--- src/rtl/mux_pkg.sv ---
// Shared definitions for the 16-bit word selectors: default width and select codes.
package mux_pkg;

  localparam int WIDTH = 16;

  typedef logic [1:0] sel_t;

  localparam sel_t SEL_A = 2'b00;
  localparam sel_t SEL_B = 2'b01;
  localparam sel_t SEL_C = 2'b10;
  localparam sel_t SEL_D = 2'b11;

endpackage

--- src/rtl/mux2way16.sv ---
// Combinational 2:1 word mux; sel=0 picks a, sel=1 picks b.
module mux2way16
  import mux_pkg::*;
#(
  parameter int WIDTH = mux_pkg::WIDTH
) (
  input  logic [WIDTH-1:0] a,
  input  logic [WIDTH-1:0] b,
  input  logic             sel,
  output logic [WIDTH-1:0] out
);

  // AND-OR form so an unknown select propagates instead of quietly choosing a side.
  assign out = ({WIDTH{sel}} & b) | ({WIDTH{~sel}} & a);

endmodule

--- src/rtl/mux4_way16_reg.sv ---
// Four-way word selector built as a two-level mux tree with a registered output.
module mux4_way16_reg
  import mux_pkg::*;
#(
  parameter int WIDTH = mux_pkg::WIDTH
) (
  input  logic             clk,
  input  logic             rst_n,
  input  logic [WIDTH-1:0] a,
  input  logic [WIDTH-1:0] b,
  input  logic [WIDTH-1:0] c,
  input  logic [WIDTH-1:0] d,
  input  sel_t             sel,
  output logic [WIDTH-1:0] out
);

  logic [WIDTH-1:0] ab_sel;
  logic [WIDTH-1:0] cd_sel;
  logic [WIDTH-1:0] out_d;
  logic [WIDTH-1:0] out_q;

  // sel[0] resolves each pair, sel[1] picks between the pairs.
  mux2way16 #(.WIDTH(WIDTH)) u_mux_ab (
    .a   (a),
    .b   (b),
    .sel (sel[0]),
    .out (ab_sel)
  );

  mux2way16 #(.WIDTH(WIDTH)) u_mux_cd (
    .a   (c),
    .b   (d),
    .sel (sel[0]),
    .out (cd_sel)
  );

  mux2way16 #(.WIDTH(WIDTH)) u_mux_final (
    .a   (ab_sel),
    .b   (cd_sel),
    .sel (sel[1]),
    .out (out_d)
  );

  always_ff @(posedge clk or negedge rst_n) begin
    if (!rst_n) begin
      out_q <= '0;
    end else begin
      out_q <= out_d;
    end
  end

  assign out = out_q;

endmodule

--- config.mk ---
export PLATFORM = sky130hd
export DESIGN_NAME = mux4_way16_reg
export DESIGN_NICKNAME = d
export VERILOG_FILES = /design/src/rtl/mux_pkg.sv /design/src/rtl/mux2way16.sv /design/src/rtl/mux4_way16_reg.sv
export SDC_FILE = /design/constraint.sdc
export NUM_CORES = 1
export LEC_CHECK = 0
export ABC_AREA = 1
export CORE_MARGIN = 2
export CORE_UTILIZATION = 38
export CTS_CLUSTER_SIZE = 20
export DETAILED_ROUTE_END_ITERATION = 8
export PLACE_DENSITY = 0.86
export SETUP_SLACK_MARGIN = 0.05
export SYNTH_ARGS = -nofsm -noshare
export SYNTH_HDL_FRONTEND = slang
export SYNTH_SLANG_ARGS = --single-unit
--- constraint.sdc ---
create_clock -name clk -period 0.8 [get_ports clk]
set_clock_uncertainty 0.15 [all_clocks]
set_input_delay 0.08 -clock clk [delete_from_list [all_inputs] [get_ports clk]]
set_output_delay 0.08 -clock clk [all_outputs]
set_load 0.02 [all_outputs]
==> flow_results.xml <==
<?xml version="1.0" encoding="UTF-8"?>
<metrics>
  <group name="status">
    <metric name="outcome" unit="">finished, violations left</metric>
    <metric name="failed_checks" unit="">hold timing, setup timing</metric>
  </group>
  <group name="setup_path">
    <metric name="path_delay_family" unit="">flip-flops</metric>
    <metric name="category_of_the_worst_setup_path_capture_point" unit="">output port</metric>
    <metric name="cp_slowest_cell" unit="">sky130_fd_sc_hd__dfrtp_1</metric>
    <metric name="crit_chain" unit="">buf_6</metric>
    <metric name="worstSetupPathType" unit="">reg2out</metric>
    <metric name="timing.critical_path.required" unit="ns">0.57</metric>
    <metric name="cp.arrival" unit="ns">0.83</metric>
    <metric name="slowest_stage_delay_on_critical_path" unit="ns">0.41</metric>
    <metric name="start_kind" unit="">register</metric>
    <metric name="crit_path_max_fanout" unit="">1</metric>
    <metric name="critical_path.n_buffers_inverters" unit="">1</metric>
  </group>
  <group name="route">
    <metric name="route.detailed.drc" unit="">0</metric>
    <metric name="detail_route.wl_per_cell" unit="µm">10.42</metric>
    <metric name="detail_route.first_pass.iterations" unit="">4</metric>
    <metric name="drt_iter0_drc" unit="">34</metric>
    <metric name="wl" unit="mm">3.490</metric>
    <metric name="num_vias" unit="">1450</metric>
    <metric name="detail-route-antenna-nets" unit="">0</metric>
    <metric name="avgViaCountPerCell" unit="">4.328</metric>
  </group>
  <group name="clock_tree">
    <metric name="cts_setup_buffers" unit="">0</metric>
    <metric name="clock_sink_count" unit="">16</metric>
    <metric name="cts_buffers" unit="">3</metric>
    <metric name="htreeDepth" unit="">1</metric>
    <metric name="clock_tree.root_cell" unit="">sky130_fd_sc_hd__clkbuf_4</metric>
    <metric name="tritoncts" unit="">built</metric>
    <metric name="clkTransAtPathRegs" unit="ns">0.10</metric>
    <metric name="clock_tree.buffer_depth" unit="">2</metric>
  </group>
  <group name="worst_hold_path">
    <metric name="worst_min_delay_path_category" unit="">in2reg</metric>
  </group>
  <group name="logic_synthesis">
    <metric name="yosys.area_share.simple" unit="">0.3817</metric>
    <metric name="count_of_yosys_warnings_during_synthesis" unit="">0</metric>
    <metric name="postSynthAreaPerCell" unit="µm²">5.913</metric>
    <metric name="synthMuxAreaShare" unit="">0</metric>
    <metric name="synth_cell_types" unit="">9</metric>
    <metric name="sequential_fraction_of_the_synthesis_area" unit="">0.3320</metric>
    <metric name="synth_top_cell_area_share" unit="">0.3320</metric>
    <metric name="syn_inst" unit="">204</metric>
    <metric name="syn-num-nets" unit="">272</metric>
    <metric name="synthTopCellsByArea" unit="">sky130_fd_sc_hd__dfrtp_1 (33%), sky130_fd_sc_hd__nand2_1 (25%), sky130_fd_sc_hd__inv_1 (20%)</metric>
    <metric name="synth_largest_area_cell" unit="">sky130_fd_sc_hd__dfrtp_1</metric>
    <metric name="complex_gate_fraction_of_the_synthesized_area" unit="">0</metric>
    <metric name="synth-xor-area-share" unit="">0</metric>
    <metric name="post_synth_instance_area" unit="mm²">0.001206</metric>
    <metric name="largest_family_of_logic_cells_by_synthesized_area" unit="">simple AND/OR/NAND/NOR gates</metric>
    <metric name="synth-adder-area-share" unit="">0</metric>
    <metric name="ys_seq_elements" unit="">16</metric>
  </group>
  <group name="power">
    <metric name="switching_fraction_of_total_power" unit="">0.2920</metric>
    <metric name="p_leak" unit="nW">1.271</metric>
    <metric name="cellInternalPower" unit="mW">1.740</metric>
    <metric name="seqPwrFrac" unit="">0.375</metric>
    <metric name="switchingPower" unit="mW">0.7178</metric>
    <metric name="clock_power_share" unit="">0.218</metric>
    <metric name="combinationalPowerShare" unit="">0.407</metric>
    <metric name="peakVddDrop" unit="V">0.0005041</metric>
    <metric name="power_density" unit="mW/mm²">1122</metric>
  </group>
  <group name="global_route">
    <metric name="grt_use_total" unit="">0.2055</metric>
    <metric name="number_of_global_route_vias_before_repair" unit="">1402</metric>
    <metric name="largest_net_degree_at_the_start_of_global_routing" unit="">17</metric>
    <metric name="grt_first_pass_wirelength" unit="mm">5.782</metric>
    <metric name="number_of_antenna_violations_at_the_first_check_in_global_routing" unit="">0</metric>
    <metric name="global_route.overflow_total" unit="">0</metric>
  </group>
  <group name="sta">
    <metric name="timing.final.crit_period" unit="ns">1.057</metric>
    <metric name="setup_repair_after_global_routing_missed_its_margin" unit="">yes</metric>
    <metric name="worst-slew-pin-transition" unit="ns">0.1783</metric>
    <metric name="fin_max_slew_vios" unit="">0</metric>
    <metric name="timing.slew.headroom" unit="">0.8811</metric>
    <metric name="achievable-frequency" unit="MHz">945.8</metric>
    <metric name="setup_violating_endpoint_count_in_the_final_report" unit="">16</metric>
    <metric name="timing.hold.ws" unit="ns">-0.02859</metric>
    <metric name="timing.final.hold_violations" unit="">17</metric>
    <metric name="post-route-worst-setup-slack" unit="ns">-0.2573</metric>
    <metric name="layout_worst_path_cycle_share" unit="">1.322</metric>
  </group>
  <group name="run">
    <metric name="maxCapViolCount" unit="">0</metric>
  </group>
  <group name="placement">
    <metric name="dpl.hpwl" unit="mm">2.606</metric>
    <metric name="final_weighted_congestion_in_routability_driven_placement" unit="">0.7949</metric>
    <metric name="io_buffers" unit="">83</metric>
    <metric name="dpl_cell_area" unit="mm²">0.002077</metric>
  </group>
  <group name="layout">
    <metric name="area_growth_syn_to_layout" unit="%">81.64</metric>
    <metric name="largest_register_ffs" unit="">16</metric>
    <metric name="stdcell_area" unit="mm²">0.002191</metric>
    <metric name="mostFrequentLayoutCell" unit="">sky130_fd_sc_hd__nand2_1</metric>
    <metric name="layout-drive-gt1-share" unit="">0.1203</metric>
    <metric name="design.final.nets" unit="">360</metric>
    <metric name="fillers" unit="">238</metric>
    <metric name="num_antenna_cells" unit="">0</metric>
    <metric name="layout.cells.most_common_list" unit="">sky130_fd_sc_hd__nand2_1 (80), sky130_fd_sc_hd__inv_1 (64), sky130_fd_sc_hd__clkdlybuf4s50_1 (64)</metric>
  </group>
  <group name="floorplan">
    <metric name="core-area" unit="mm²">0.003028</metric>
    <metric name="fp.dieW" unit="µm">60.34</metric>
    <metric name="start_util" unit="">0.3983</metric>
    <metric name="die_h" unit="µm">60.34</metric>
    <metric name="top_level_ports" unit="">84</metric>
    <metric name="design.die.area" unit="mm²">0.003641</metric>
    <metric name="row_count" unit="">20</metric>
  </group>
</metrics>
[per-stage QoR]
stage	total power, mW	instances	TNS [ns]	util	worst slack (ns)
floorplan	1.330	204	0	-	0.02726
global placement	1.861	328	-13.75	0.6860	-0.5546
detailed placement	1.875	328	-14.07	0.6860	-0.5727
CTS	2.469	335	-3.659	0.7215	-0.2624
global route	2.604	335	-3.990	0.7236	-0.2820
finish	2.458	335	-3.596	0.7236	-0.2573
[cell families after synthesis]
kind of cell,count (synthesis)
simple gates,112
buf+inv,76
flops,16
[path summary, 6_finish.rpt]
| kind | startpoint | slack [ns] | end | cells after the start |
|---|---|---|---|---|
| min in group asynchronous | rst_n | -0.02 | out[5] | 2 |
| max in group asynchronous | rst_n | 0.40 | out[11] | 2 |
| worst min-delay path | d[4] | -0.03 | out[4] | 5 |
| worst max-delay path | out[14] | -0.26 | out[14] | 1 |
[repair_timing]
action | 4_1_cts | 5_1_grt
hold endpoints to repair | 16 | 16
gates cloned | 3 | 0
endpoints found under the setup margin | 32 | 24
gates resized for setup | 108 | 4
pin swaps | 0 | 1
[cell usage after synthesis]
master,instances
sky130_fd_sc_hd__inv_1,64
sky130_fd_sc_hd__nand2_1,80
sky130_fd_sc_hd__dfrtp_1,16
sky130_fd_sc_hd__buf_4,3
sky130_fd_sc_hd__nand3_1,32
sky130_fd_sc_hd__buf_2,1
sky130_fd_sc_hd__inv_4,1
sky130_fd_sc_hd__buf_6,6
sky130_fd_sc_hd__inv_2,1
[final cells by class]
class | count | area [µm²] | share of cell area
multi-input combinational | 112 | 470.5 | 0.2147
sequential | 16 | 400.4 | 0.1828
tap | 44 | 55.05 | 0.02513
timing repair buffer | 90 | 937.1 | 0.4278
timing repair inverter | 3 | 28.78 | 0.01314
inverter | 66 | 262.8 | 0.1199
clock buffer | 4 | 36.28 | 0.01656
[per-layer routing]
| metal | part of all wire | track usage | vias to the layer above |
|---|---|---|---|
| met2 | 0.50 | 0.3727 | 64 |
| met4 | 0.0072 | 0.04127 | 0 |
| met1 | 0.40 | 0.2556 | 635 |
| met5 | 0 | 0 | - |
| li1 | - | - | 749 |
| met3 | 0.094 | 0.03625 | 2 |
[power by group through the flow]
stage	combinational, mW	clock [mW]	sequential [mW]
2_1_floorplan	0.305	0	1.03
3_5_place_dp	0.954	0	0.921
4_1_cts	1.01	0.541	0.922
3_3_place_gp	0.940	0	0.921
5_1_grt	1.10	0.580	0.926
6_report	1.00	0.535	0.922
Note: power is estimated with default switching activity, not from simulation.
